**config.mk**
```make
export PLATFORM = sky130hd
export DESIGN_NAME = updown_seq_ctrl
export DESIGN_NICKNAME = d
export VERILOG_FILES = /design/src/rtl/updown_seq_pkg.sv /design/src/rtl/updown_step_core.sv /design/src/rtl/updown_seq_ctrl.sv
export SDC_FILE = /design/constraint.sdc
export NUM_CORES = 1
export LEC_CHECK = 0
export BUFFER_PORTS_ARGS = -buffer_cell sky130_fd_sc_hd__buf_4
export CORE_ASPECT_RATIO = 1.5
export CORE_MARGIN = 5
export CORE_UTILIZATION = 50
export CTS_CLUSTER_SIZE = 40
export DETAILED_ROUTE_END_ITERATION = 8
export PLACE_DENSITY = 0.71
export SLEW_MARGIN = 20
export SYNTH_ARGS = -nofsm -noshare
export SYNTH_HDL_FRONTEND = slang
export SYNTH_SLANG_ARGS = --single-unit
export TNS_END_PERCENT = 5
```
**constraint.sdc**
```tcl
create_clock -name clk -period 5.5 [get_ports clk]
set_input_delay 0.275 -clock clk [delete_from_list [all_inputs] [get_ports clk]]
set_output_delay 0.275 -clock clk [all_outputs]
set_load 0.02 [all_outputs]
```
**src/rtl/updown_seq_pkg.sv**
```systemverilog
// Shared types and constants for the up/down counter sequencer.
package updown_seq_pkg;

    typedef enum logic [1:0] {
        StIdle,
        StRun,
        StFinish
    } state_e;

    localparam logic [1:0] MODE_ONESHOT = 2'b00;
    localparam logic [1:0] MODE_WRAP    = 2'b01;
    localparam logic [1:0] MODE_BOUNCE  = 2'b10;
    localparam logic [1:0] MODE_RSVD    = 2'b11;

endpackage

```
**src/rtl/updown_step_core.sv**
```systemverilog
// N-bit up/down count register with synchronous load and step enable.
module updown_step_core #(
    parameter int unsigned N = 4
) (
    input  logic         clk,
    input  logic         rst,
    input  logic         load,
    input  logic [N-1:0] load_val,
    input  logic         en,
    input  logic         up,
    output logic [N-1:0] count
);

    logic [N-1:0] count_q, count_d;

    always_comb begin
        count_d = count_q;
        if (load) begin
            count_d = load_val;
        end else if (en) begin
            count_d = up ? count_q + N'(1) : count_q - N'(1);
        end
    end

    always_ff @(posedge clk or posedge rst) begin
        if (rst) begin
            count_q <= '0;
        end else begin
            count_q <= count_d;
        end
    end

    assign count = count_q;

endmodule

```
**src/rtl/updown_seq_ctrl.sv**
```systemverilog
// Sequencer for an up/down counter: one-shot, wrap and bounce sweeps between bounds.
// Optional PAUSE_EN adds a pause input that freezes the sweep while in RUN.
module updown_seq_ctrl
    import updown_seq_pkg::*;
#(
    parameter int unsigned N = 4,
    parameter int unsigned L = 8
) (
    input  logic         clk,
    input  logic         rst,
    input  logic         start,
    input  logic         halt,
`ifdef PAUSE_EN
    input  logic         pause,
`endif
    input  logic [N-1:0] cfg_lo,
    input  logic [N-1:0] cfg_hi,
    input  logic         cfg_up,
    input  logic [1:0]   cfg_mode,
    input  logic [L-1:0] cfg_loops,
    output logic [N-1:0] count,
    output logic         dir_up,
    output logic         busy,
    output logic         tc,
    output logic         done,
    output logic         err
);

    state_e       state_q, state_d;
    logic [N-1:0] lo_q, lo_d, hi_q, hi_d;
    logic [1:0]   mode_q, mode_d;
    logic [L-1:0] loops_q, loops_d, pass_q, pass_d, pass_inc;
    logic         dir_q, dir_d, err_q, err_d;

    logic         pause_w, run, at_bound, tc_w, last_pass, cfg_bad, accept, stepping;
    logic         ld, step_en, step_up;
    logic [N-1:0] ld_val;

`ifdef PAUSE_EN
    assign pause_w = pause;
`else
    assign pause_w = 1'b0;
`endif

    updown_step_core #(.N(N)) u_core (
        .clk      (clk),
        .rst      (rst),
        .load     (ld),
        .load_val (ld_val),
        .en       (step_en),
        .up       (step_up),
        .count    (count)
    );

    assign run       = (state_q == StRun);
    assign at_bound  = (count == (dir_q ? hi_q : lo_q));
    assign tc_w      = run && at_bound && !pause_w;
    assign pass_inc  = pass_q + L'(1);
    assign last_pass = (mode_q == MODE_ONESHOT) || ((loops_q != '0) && (pass_inc == loops_q));
    assign cfg_bad   = (cfg_lo > cfg_hi) || (cfg_mode == MODE_RSVD);
    assign accept    = (state_q == StIdle) && start && !cfg_bad;
    assign stepping  = run && !halt && !pause_w;

    always_ff @(posedge clk or posedge rst) begin
        if (rst) begin
            state_q <= StIdle;
        end else begin
            state_q <= state_d;
        end
    end

    always_comb begin
        state_d = state_q;
        unique case (state_q)
            StIdle:   if (accept) state_d = StRun;
            StRun: begin
                if (halt) begin
                    state_d = StIdle;
                end else if (tc_w && last_pass) begin
                    state_d = StFinish;
                end
            end
            StFinish: state_d = StIdle;
            default:  state_d = StIdle;
        endcase
    end

    always_comb begin
        busy = (state_q != StIdle);
        done = (state_q == StFinish);
        tc   = tc_w;
    end

    always_comb begin
        lo_d    = lo_q;
        hi_d    = hi_q;
        mode_d  = mode_q;
        loops_d = loops_q;
        pass_d  = pass_q;
        dir_d   = dir_q;
        err_d   = (state_q == StIdle) && start && cfg_bad;
        ld      = 1'b0;
        ld_val  = count;
        step_en = 1'b0;
        step_up = dir_q;
        if (accept) begin
            lo_d    = cfg_lo;
            hi_d    = cfg_hi;
            mode_d  = cfg_mode;
            loops_d = cfg_loops;
            pass_d  = '0;
            dir_d   = cfg_up;
            ld      = 1'b1;
            ld_val  = cfg_up ? cfg_lo : cfg_hi;
        end else if (stepping) begin
            if (!at_bound) begin
                step_en = 1'b1;
            end else if (!last_pass) begin
                pass_d = pass_inc;
                if (mode_q == MODE_WRAP) begin
                    ld     = 1'b1;
                    ld_val = dir_q ? lo_q : hi_q;
                end else begin
                    // Bounce: turn around and take the first step of the return pass.
                    dir_d   = !dir_q;
                    step_en = (lo_q != hi_q);
                    step_up = !dir_q;
                end
            end
        end
    end

    always_ff @(posedge clk or posedge rst) begin
        if (rst) begin
            lo_q    <= '0;
            hi_q    <= '0;
            mode_q  <= MODE_ONESHOT;
            loops_q <= '0;
            pass_q  <= '0;
            dir_q   <= 1'b1;
            err_q   <= 1'b0;
        end else begin
            lo_q    <= lo_d;
            hi_q    <= hi_d;
            mode_q  <= mode_d;
            loops_q <= loops_d;
            pass_q  <= pass_d;
            dir_q   <= dir_d;
            err_q   <= err_d;
        end
    end

    assign dir_up = dir_q;
    assign err    = err_q;

endmodule
```
==> results_dict.tcl <==
set metrics [dict create \
    synth-compound-area-share 0.177 \
    timing_worst_slew_pin_value_ps 937 \
    cpMaxStageDelayCell "sky130_fd_sc_hd__dfrtp_1" \
    ys_top_cells_by_area "sky130_fd_sc_hd__dfrtp_1 37%, sky130_fd_sc_hd__mux2_2 7.5%, sky130_fd_sc_hd__mux2i_1 5.3%" \
    grt_util_all_layers 0.175 \
    gpl.final_weighted_congestion 0.806 \
    viasPerCell 5.86 \
    final-hold-violation-count 0 \
    final.setup.tns_ps 0 \
    critPathKind "reg -> reg" \
    slew-limit-headroom 0.374 \
    syn-instance-count 216 \
    worst_r2r_startpoint "pass_q[0]" \
    drt_first_iter_violations 50 \
    synth_seq_area_share 0.377 \
    met3RoutedLength_um 192 \
    synth-warning-count 0 \
    worst_r2r_endpoint "u_core.count[3]" \
    maxSlewViolCount 0 \
    postRouteAntennaNets 0 \
    post_synth_xor_area_fraction 0.0976 \
    post-synth-top-area-cell "sky130_fd_sc_hd__dfrtp_1" \
    routed_wire_length_per_instance_um 16.5 \
    ys_seq_elements 34 \
    design_area_mm2 0.00261 \
    critPathMaxStageDelay_ps 470 \
    antenna_found_initial 0 \
    finalSetupViolCount 0 \
    critical_path.cell_chain "ha_1 -> and3_4 -> xnor2_1 -> a211oi_1 -> o211ai_2 -> o211a_1 -> xnor2_1 -> ha_1 -> a21o_1 -> a21oi_1 -> xnor2_1 -> xnor2_4 -> o21a_1 -> o22a_1" \
    crit_path_max_fo 6 \
    die_width_um 64.9 \
    clock.fmax_mhz 260 \
    crit_required_ps 5680 \
    via_count_of_the_first_global_routing_pass 1707 \
    drc_errors 0 \
    postCtsResizedCells 0 \
    boundaryPins 32 \
    synth_top_family_by_area "compound AO/OA/AOI/OAI gates" \
    final_period_minus_worst_setup_slack_ps 3850 \
    met2RoutedLength_um 2660 \
    drv.max_cap_violation_count 0 \
    core_util_final 0.585 \
    grt_pass1_wl_um 8030 \
    startpoint_type "register" \
    clock-sinks 34 \
    netlist-cell-type-count 56 \
    fin_worst_skew_ps 4.17 \
    cts-buffers-inserted 5 \
    number_of_enable_flip_flop_cells_after_synthesis 0 \
    hp-class "in -> async" \
    synth-adder-area-share 0.0477 \
    rsz0062_at_grt "false" \
    ff2ff_setup_slack_ps 1650 \
    initial_core_utilization 0.505 \
    final_layout_size_suffix_gt1_frac 0.300 \
    cts_hold_buf 0 \
    critPathCaptureType "register" \
    core.rowCount 30 \
    path_clk_slew_ps 70 \
    maximum_number_of_buffers_from_clock_root_to_sink 2 \
    post-synth-top-count-cell "sky130_fd_sc_hd__dfrtp_1" \
    mappedNetlistNets 247 \
    io_buffer_count 31 \
    top_signal_layer_used "met4" \
    setup_repair_bufs_after_cts 0 \
    worst_skew_pair.late_latency_ps 290 \
    syn_area_mm2 0.00226 \
    detail_route.first_pass.iterations 4 \
    die_area_mm2 0.00599 \
    share_of_the_synthesized_area_in_the_top_cell_type 0.366 \
    net_count_final 277 \
    grt_start_max_net_pins 36 \
    path_common_cell "sky130_fd_sc_hd__xnor2_1" \
    core_area_mm2 0.00447 \
    main_synth_ff_type "sky130_fd_sc_hd__dfrtp_1" \
    area_growth_pct 15.7 \
    synth_mux_area_frac 0.128 \
    detailed_place.area_mm2 0.00250 \
    wl_met1_um 1860 \
    synth_simple_gate_area_frac 0.132 \
    antennaDiodeCount 0 \
    cts-root-buf "sky130_fd_sc_hd__clkbuf_8" \
    reg2reg_depth 14 \
    grt.overflow.total 0 \
    run_status "finished, final reports clean" \
    ir_worst_vdd_mv 0.287 \
    syn_area_per_cell_um2 10.4 \
    clock_tree_from_tritoncts "yes" \
    cp_data_arrival_time_ps 4030 \
    drt-total-wl_um 4880 \
    post_synth_most_frequent_cells "33 x sky130_fd_sc_hd__dfrtp_1, 15 x sky130_fd_sc_hd__mux2_2, 13 x sky130_fd_sc_hd__nor2_1, 13 x sky130_fd_sc_hd__xor2_1" \
    die_height_um 92.3 \
    leakage_nw 1.17 \
    num_vias 1730 \
    power-per-cell-area_mw_per_mm2 470 \
    post_route_clock_period_utilization 0.700 \
    cts_max_level 2 \
    hpwl_um 3710 \
    async_reset_ff_frac 1.00 \
]
per-layer routing:
layer | GRT usage | vias up
li1 | - | 839
met1 | 0.188 | 839
met2 | 0.313 | 38
met3 | 0.0413 | 14
met4 | 0.0864 | 0
met5 | 0 | -
per-stage QoR:
stage	instances	setup slack [ps]	power [mW]	hold slack, ps
floorplan	216	1980	0.851	385
CTS	295	1650	1.24	90.0
finish	295	1650	1.23	76.9
global route	295	1370	1.31	132
global placement	287	1820	0.986	405
detailed placement	287	1750	0.996	410
cell families after synthesis:
logic type               after synthesis
flip-flops                            34
buffers and inverters                 17
XOR/XNOR                              23
multiplexers                          27
adder cells (fa/ha/maj)                8
AND/OR/NAND/NOR                       53
AO/OA/AOI/OAI                         54
cell usage in the layout (no fill, tap or decap), types with 5 or more instances in the layout:
| cell | count |
|---|---|
| sky130_fd_sc_hd__a21oi_1 | 5 |
| sky130_fd_sc_hd__buf_4 | 32 |
| sky130_fd_sc_hd__clkbuf_8 | 5 |
| sky130_fd_sc_hd__dfrtp_1 | 33 |
| sky130_fd_sc_hd__ha_1 | 7 |
| sky130_fd_sc_hd__inv_1 | 8 |
| sky130_fd_sc_hd__mux2_2 | 15 |
| sky130_fd_sc_hd__mux2i_1 | 12 |
| sky130_fd_sc_hd__nand2_1 | 10 |
| sky130_fd_sc_hd__nand3_1 | 6 |
| sky130_fd_sc_hd__nor2_1 | 13 |
| sky130_fd_sc_hd__o21a_1 | 5 |
| sky130_fd_sc_hd__o21ai_0 | 12 |
| sky130_fd_sc_hd__o21ai_1 | 8 |
| sky130_fd_sc_hd__xnor2_1 | 9 |
| sky130_fd_sc_hd__xor2_1 | 13 |
worst max-delay path, delay by kind of cell (launching register included):
| family | cells | cell delay, ps |
|---|---|---|
| compound gates | 7 | 1600 |
| xor+xnor | 4 | 820 |
| fa+ha+maj | 2 | 620 |
| flops | 1 | 470 |
| simple gates | 1 | 250 |
where the power goes:
group          internal [mW]  total (mW)  switching [mW]
sequential             0.334       0.460           0.127
combinational          0.274       0.534           0.260
clock                  0.135       0.233          0.0984
total                  0.742        1.23           0.486
sequential cells by signal, indices dropped and copies added, names as in the netlist, 2 cells and up:
register	flops
lo_q	4
mode_q	2
u_core.count	4
loops_q	8
pass_q	8
hi_q	4
state_q	2
worst max path at each step:
stage	startpoint	endpoint	slack, ps
after CTS	pass_q[0]	u_core.count[3]	1650
after detailed placement	pass_q[0]	u_core.count[3]	1750
after global placement	pass_q[0]	u_core.count[3]	1820
after floorplan	pass_q[0]	u_core.count[3]	1980
final	pass_q[0]	u_core.count[3]	1650
after global routing	pass_q[0]	u_core.count[3]	1370
final cells by class:
| class | instances | area (µm²) |
|---|---|---|
| fill | 395 | 1860 |
| multi-input combinational | 165 | 1320 |
| sequential | 34 | 852 |
| timing repair buffer | 32 | 240 |
| clock buffer | 5 | 68.8 |
| tap | 48 | 60.1 |
| clock inverter | 3 | 45.0 |
| inverter | 8 | 30.0 |
Note: power is estimated with default switching activity, not from simulation.
